## config.mk

```make
export PLATFORM = sky130hd
export DESIGN_NAME = rrf_flag_wr_sched
export DESIGN_NICKNAME = d
export VERILOG_FILES = /design/src/rtl/rrf_flag_wr_sched_pkg.sv /design/src/rtl/rrf_flag_coalesce.sv /design/src/rtl/rrf_flag_wr_sched.sv
export SDC_FILE = /design/constraint.sdc
export NUM_CORES = 1
export LEC_CHECK = 0
export CELL_PAD_IN_SITES_DETAIL_PLACEMENT = 0
export CELL_PAD_IN_SITES_GLOBAL_PLACEMENT = 1
export CORE_ASPECT_RATIO = 1.25
export CORE_UTILIZATION = 31
export DETAILED_ROUTE_END_ITERATION = 7
export PLACE_DENSITY_LB_ADDON = 0.1
export SKIP_LAST_GASP = 1
export SLEW_MARGIN = 20
export SYNTH_ARGS = -nofsm -noshare
export SYNTH_HDL_FRONTEND = slang
export SYNTH_HIERARCHICAL = 1
export SYNTH_SLANG_ARGS = --single-unit
```

## constraint.sdc

```tcl
create_clock -name clk -period 3.25 [get_ports clk]
set_input_delay 0.975 -clock clk [delete_from_list [all_inputs] [get_ports clk]]
set_output_delay 0.975 -clock clk [all_outputs]
set_load 0.005 [all_outputs]
```

## src/rtl/rrf_flag_wr_sched_pkg.sv

```systemverilog
// Shared constants and types for the retirement flag register file write scheduler.
package rrf_flag_wr_sched_pkg;
  localparam int FLAG_W  = 6;
  localparam int NTHREAD = 2;
  localparam int NSLOT   = 3;

  typedef logic [FLAG_W-1:0] flag_t;
endpackage

```

## src/rtl/rrf_flag_coalesce.sv

```systemverilog
// Combinational newest-slot-per-thread selector: for each thread, the highest
// retiring slot targeting it supplies the coalesced flag value.
module rrf_flag_coalesce
  import rrf_flag_wr_sched_pkg::*;
#(
  parameter int DATA_WIDTH = FLAG_W,
  parameter int NSLOT      = rrf_flag_wr_sched_pkg::NSLOT
) (
  input  logic [NSLOT-1:0]                    ret_en,
  input  logic [NSLOT-1:0]                    ret_thread,
  input  logic [NSLOT*DATA_WIDTH-1:0]         ret_data,
  output logic [NTHREAD-1:0]                  new_v,
  output logic [NTHREAD-1:0][DATA_WIDTH-1:0]  new_d
);

  genvar gi;
  generate
    for (gi = 0; gi < NTHREAD; gi++) begin : g_thread
      logic                  sel_v;
      logic [DATA_WIDTH-1:0] sel_d;

      // Later slots are younger, so scanning upward lets the newest win.
      always_comb begin
        sel_v = 1'b0;
        sel_d = '0;
        for (int s = 0; s < NSLOT; s++) begin
          if (ret_en[s] && (ret_thread[s] == 1'(gi))) begin
            sel_v = 1'b1;
            sel_d = ret_data[s*DATA_WIDTH +: DATA_WIDTH];
          end
        end
      end

      assign new_v[gi] = sel_v;
      assign new_d[gi] = sel_d;
    end
  endgenerate

endmodule

```

## src/rtl/rrf_flag_wr_sched.sv

```systemverilog
// Flag RRF write scheduler: per-thread pending registers, round-robin use of
// the single RRF write port, and a bypass of pending values onto the read path.
module rrf_flag_wr_sched
  import rrf_flag_wr_sched_pkg::*;
#(
  parameter int DATA_WIDTH = FLAG_W,
  parameter int NSLOT      = rrf_flag_wr_sched_pkg::NSLOT
) (
  input  logic                          clk,
  input  logic                          rst,
  input  logic [NSLOT-1:0]              ret_en,
  input  logic [NSLOT-1:0]              ret_thread,
  input  logic [NSLOT*DATA_WIDTH-1:0]   ret_data,
  input  logic                          wr_stall,
  output logic [DATA_WIDTH-1:0]         wr_data,
  output logic                          wr_wen,
  output logic                          wr_thread,
  input  logic                          rd_thread,
  input  logic [DATA_WIDTH-1:0]         rrf_rd_data,
  output logic [DATA_WIDTH-1:0]         rd_data,
  output logic [NTHREAD-1:0]            pend,
  output logic                          idle
);

  logic [NTHREAD-1:0]                  new_v;
  logic [NTHREAD-1:0][DATA_WIDTH-1:0]  new_d;

  logic [NTHREAD-1:0]                  pend_v_reg;
  logic [NTHREAD-1:0][DATA_WIDTH-1:0]  pend_d_reg;
  logic                                rr_reg;

  logic                                gnt_v;
  logic                                gnt;

  rrf_flag_coalesce #(
    .DATA_WIDTH (DATA_WIDTH),
    .NSLOT      (NSLOT)
  ) u_coalesce (
    .ret_en     (ret_en),
    .ret_thread (ret_thread),
    .ret_data   (ret_data),
    .new_v      (new_v),
    .new_d      (new_d)
  );

  // Round-robin only matters when both threads are waiting.
  always_comb begin
    gnt_v = 1'b0;
    gnt   = 1'b0;
    if (!wr_stall) begin
      case (pend_v_reg)
        2'b01:   begin gnt_v = 1'b1; gnt = 1'b0;   end
        2'b10:   begin gnt_v = 1'b1; gnt = 1'b1;   end
        2'b11:   begin gnt_v = 1'b1; gnt = rr_reg; end
        default: begin gnt_v = 1'b0; gnt = 1'b0;   end
      endcase
    end
  end

  // A same-cycle retire overrides the clear: the granted (older) value goes to
  // the RRF while the newer one stays pending.
  always_ff @(posedge clk) begin
    if (rst) begin
      pend_v_reg <= '0;
      pend_d_reg <= '0;
      rr_reg     <= 1'b0;
    end else begin
      for (int t = 0; t < NTHREAD; t++) begin
        if (new_v[t]) begin
          pend_v_reg[t] <= 1'b1;
          pend_d_reg[t] <= new_d[t];
        end else if (gnt_v && (gnt == 1'(t))) begin
          pend_v_reg[t] <= 1'b0;
        end
      end
      if (gnt_v) begin
        rr_reg <= ~gnt;
      end
    end
  end

  assign wr_wen    = gnt_v;
  assign wr_thread = gnt_v ? gnt : 1'b0;
  assign wr_data   = gnt_v ? pend_d_reg[gnt] : '0;

  assign rd_data = pend_v_reg[rd_thread] ? pend_d_reg[rd_thread] : rrf_rd_data;
  assign pend    = pend_v_reg;
  assign idle    = ~|pend_v_reg;

endmodule

```

==> impl_metrics.yaml, run 1 <==
placement:
  placed_area_um2: 1680
  dpl.cell_count: 246
  gp_congestion: 0.746
  dpl.hpwl_um: 2640
  port_buffers: 50
hold_path:
  holdPathEnd: "pend_d_reg[3]"
  min_path_cells: 2
  hp-class: "flop to flop"
  hp-start: "pend_d_reg[3]"
global_route:
  grt_pass1_vias: 1254
  antenna_found_initial: 0
  grt_max_degree: 16
  grt_pass1_wl_um: 5400
  overflow: 0
  grtUsageTotal_pct: 16.4
setup_path:
  critPathKind: "input pin to output pin"
  ff2ff_setup_slack_ns: 2.07
  critPathCaptureType: "output pin"
  worstPathMaxFanout: 7
  r2r_cells: 2
  r2r-end: "pend[1]"
  cp.required_ns: 2.27
  reg2reg_from: "pend[0]"
  cp_data_arrival_time_ns: 2.19
  crit_path_start_kind: "input pin"
clock_network:
  cts-buffers-inserted: 3
  cts_num_sinks: 15
  clkTransAtPathRegs_ns: 0.05
  htree_levels: 1
  cts-root-buf: "clkbuf_8"
  tritoncts: "yes"
  clk_latency_ns: 0.24
  cts_buffer_depth: 2
floorplan:
  coreArea_um2: 3600
  start_util_pct: 33.2
  die_x_um: 57.6
  die_h_um: 71.5
  num_rows: 24
  io_pins: 51
  dieArea_um2: 4120
drt:
  drtAntennaViolNets: 0
  routed_wl_um: 3310
  drt_iter0_drc: 34
  vias_per_cell: 5.17
  dr.pass1.iters: 6
  vias: 1308
  wl_per_cell_um: 13.1
  drc: 4
power_and_ir_drop:
  p_per_area_nw_per_um2: 317
  totalPowerFinal_uw: 564
  leakagePower_nw: 0.728
  seqPwrFrac_pct: 39.0
  p_sw_share_pct: 28.9
  peakVddDrop_uv: 106
  p_switching_uw: 163
  p_int_uw: 401
  clockPowerShare_pct: 24.9
  p_comb_share_pct: 36.1
cells_and_area:
  final_layout_size_suffix_gt1_share_pct: 8.88
  finalNonFillerCells: 253
  multiInputGateArea_um2: 805
  regArea_um2: 300
  fillers: 379
  diodes: 0
  final_core_util_pct: 49.4
  postLayoutCellArea_um2: 1780
  nets: 249
  synthToLayoutAreaGrowth_pct: 48.7
  largest_reg_flops: 12
synthesis:
  ys_ff_latch: 15
  yosys_warnings: 6
  ys_seq_area_share_pct: 25.1
  syn_area_um2: 1200
  ys_types: 19
  synth_area_leaders: "dfxtp_1 (25%), mux2i_1 (15%), nor2_1 (12%)"
  synth_cells: 167
  synth_top_area_share_pct: 25.1
  syn_nets: 201
  synth_top_area_cell: "dfxtp_1"
  synthesis.area_per_instance_um2: 7.17
timing:
  finalHoldViolations: 0
  setup_viol: 0
  rsz0062_at_grt: "false"
  relSlewSlack_pct: 64.4
  skew_ns: 0.00126
  worstMarginPinSlew_ns: 0.532
  drv_slew: 0
  finalCriticalPeriod_ns: 3.16
  finalCritPeriodShare_pct: 97.4
  fmax_mhz: 316
run:
  cap_viol_max_count: 0
status:
  violations: "DRC"
  status: "finished, violations left"
through the flow:
step	setup WS (ns)	TNS, ns	hold WS (ns)
floorplan	0.882	0	0.482
detailed placement	-0.0772	-0.224	0.519
global route	0.0330	0	0.582
finish	0.0857	0	0.545
global placement	-0.0314	-0.149	0.502
CTS	0.00956	0	0.538
Yosys cell counts:
master and n:
nand3_1 12, nand2_1 17, a21boi_2 1, buf_2 8, nand2b_1 4, nor2b_1 7
dfxtp_1 15, and2_1 2, mux2i_1 18, buf_4 7, a32oi_1 6, a211oi_1 8
nor3_1 1, a21oi_1 6, a31oi_1 12, nor2_1 39, and2b_1 1, buf_6 2
a2bb2oi_1 1
final cells by class:
type	count	share of cell area, %
Clock buffer	4	2.53
Multi-Input combinational cell	135	45.2
Sequential cell	15	16.9
Tap cell	39	2.74
Timing Repair Buffer	60	32.7
metal layers:
layer	vias to the layer above	global-route usage [%]	wire length, µm
met5	-	0	0
met4	0	8.13	34
met3	2	0.722	142
met2	40	28.8	1670
met1	582	20.2	1460
li1	684	-	-
logic make-up (layout without fill, tap and decap cells):
kind of cell	after synthesis	in the layout	share of synthesized area, %
and+or+nand+nor	83	83	30.4
DFF	15	15	25.1
muxes	18	18	15.0
buffers and inverters	17	64	9.61
AOI/OAI and AO/OA	34	34	19.9
layout by cell type, fill, tap and decap left out, types with 2 or more instances in the layout:
cell,count
nand2b_1,4
dlygate4sd2_1,4
nand3_1,12
a31oi_1,12
buf_4,9
nor2_1,39
dlymetal6s2s_1,3
mux2i_1,18
a211oi_1,4
and2_1,2
nor2b_1,6
a211oi_2,4
dfxtp_1,15
a21oi_1,6
clkbuf_8,3
a32oi_1,6
nand2_1,17
clkdlybuf4s50_1,43
power groups by stage:
stage | Clock (mW) | Combinational [mW] | Sequential (mW)
2_1_floorplan | 0 | 0.119 | 0.212
6_report | 0.141 | 0.203 | 0.220
3_5_place_dp | 0 | 0.202 | 0.222
3_3_place_gp | 0 | 0.197 | 0.221
4_1_cts | 0.146 | 0.203 | 0.218
5_1_grt | 0.153 | 0.223 | 0.222
worst max-delay path: stages:
cell	delay, ns
clkdlybuf4s50_1	0.41
buf_6	0.14
buf_4	0.13
a211oi_2	0.19
a21oi_1	0.07
dlygate4sd2_1	0.28
worst max path at each step:
stage,cells past startpoint,end,slack [ns],from
2_1_floorplan,3,rd_data[1],0.88,rd_thread
3_3_place_gp,5,rd_data[0],-0.03,rd_thread
3_5_place_dp,5,rd_data[0],-0.08,rd_thread
4_1_cts,5,rd_data[1],0.01,rrf_rd_data[1]
5_1_grt,6,rd_data[2],0.03,rd_thread
6_report,6,rd_data[0],0.09,rd_thread
repair_timing:
| action | in CTS | in global routing |
|---|---|---|
| gates resized for setup | 6 | 7 |
| endpoints found under the setup margin | 6 | 14 |
| buffers inserted | 3 | 0 |
| hold buffers | 0 | 0 |
Power figures use the tool's default switching activity.
==> run 2, diff against run 1 <==
--- a/config.mk
+++ b/config.mk
@@ -9,7 +9,9 @@
 export CELL_PAD_IN_SITES_GLOBAL_PLACEMENT = 1
 export CORE_ASPECT_RATIO = 1.25
 export CORE_UTILIZATION = 31
+export CTS_CLUSTER_SIZE = 30
 export DETAILED_ROUTE_END_ITERATION = 7
+export HOLD_SLACK_MARGIN = 0.1
 export PLACE_DENSITY_LB_ADDON = 0.1
 export SKIP_LAST_GASP = 1
 export SLEW_MARGIN = 20
==> results of run 2 <==
The final DEF is identical to that of run 1; final timing and power are the same.
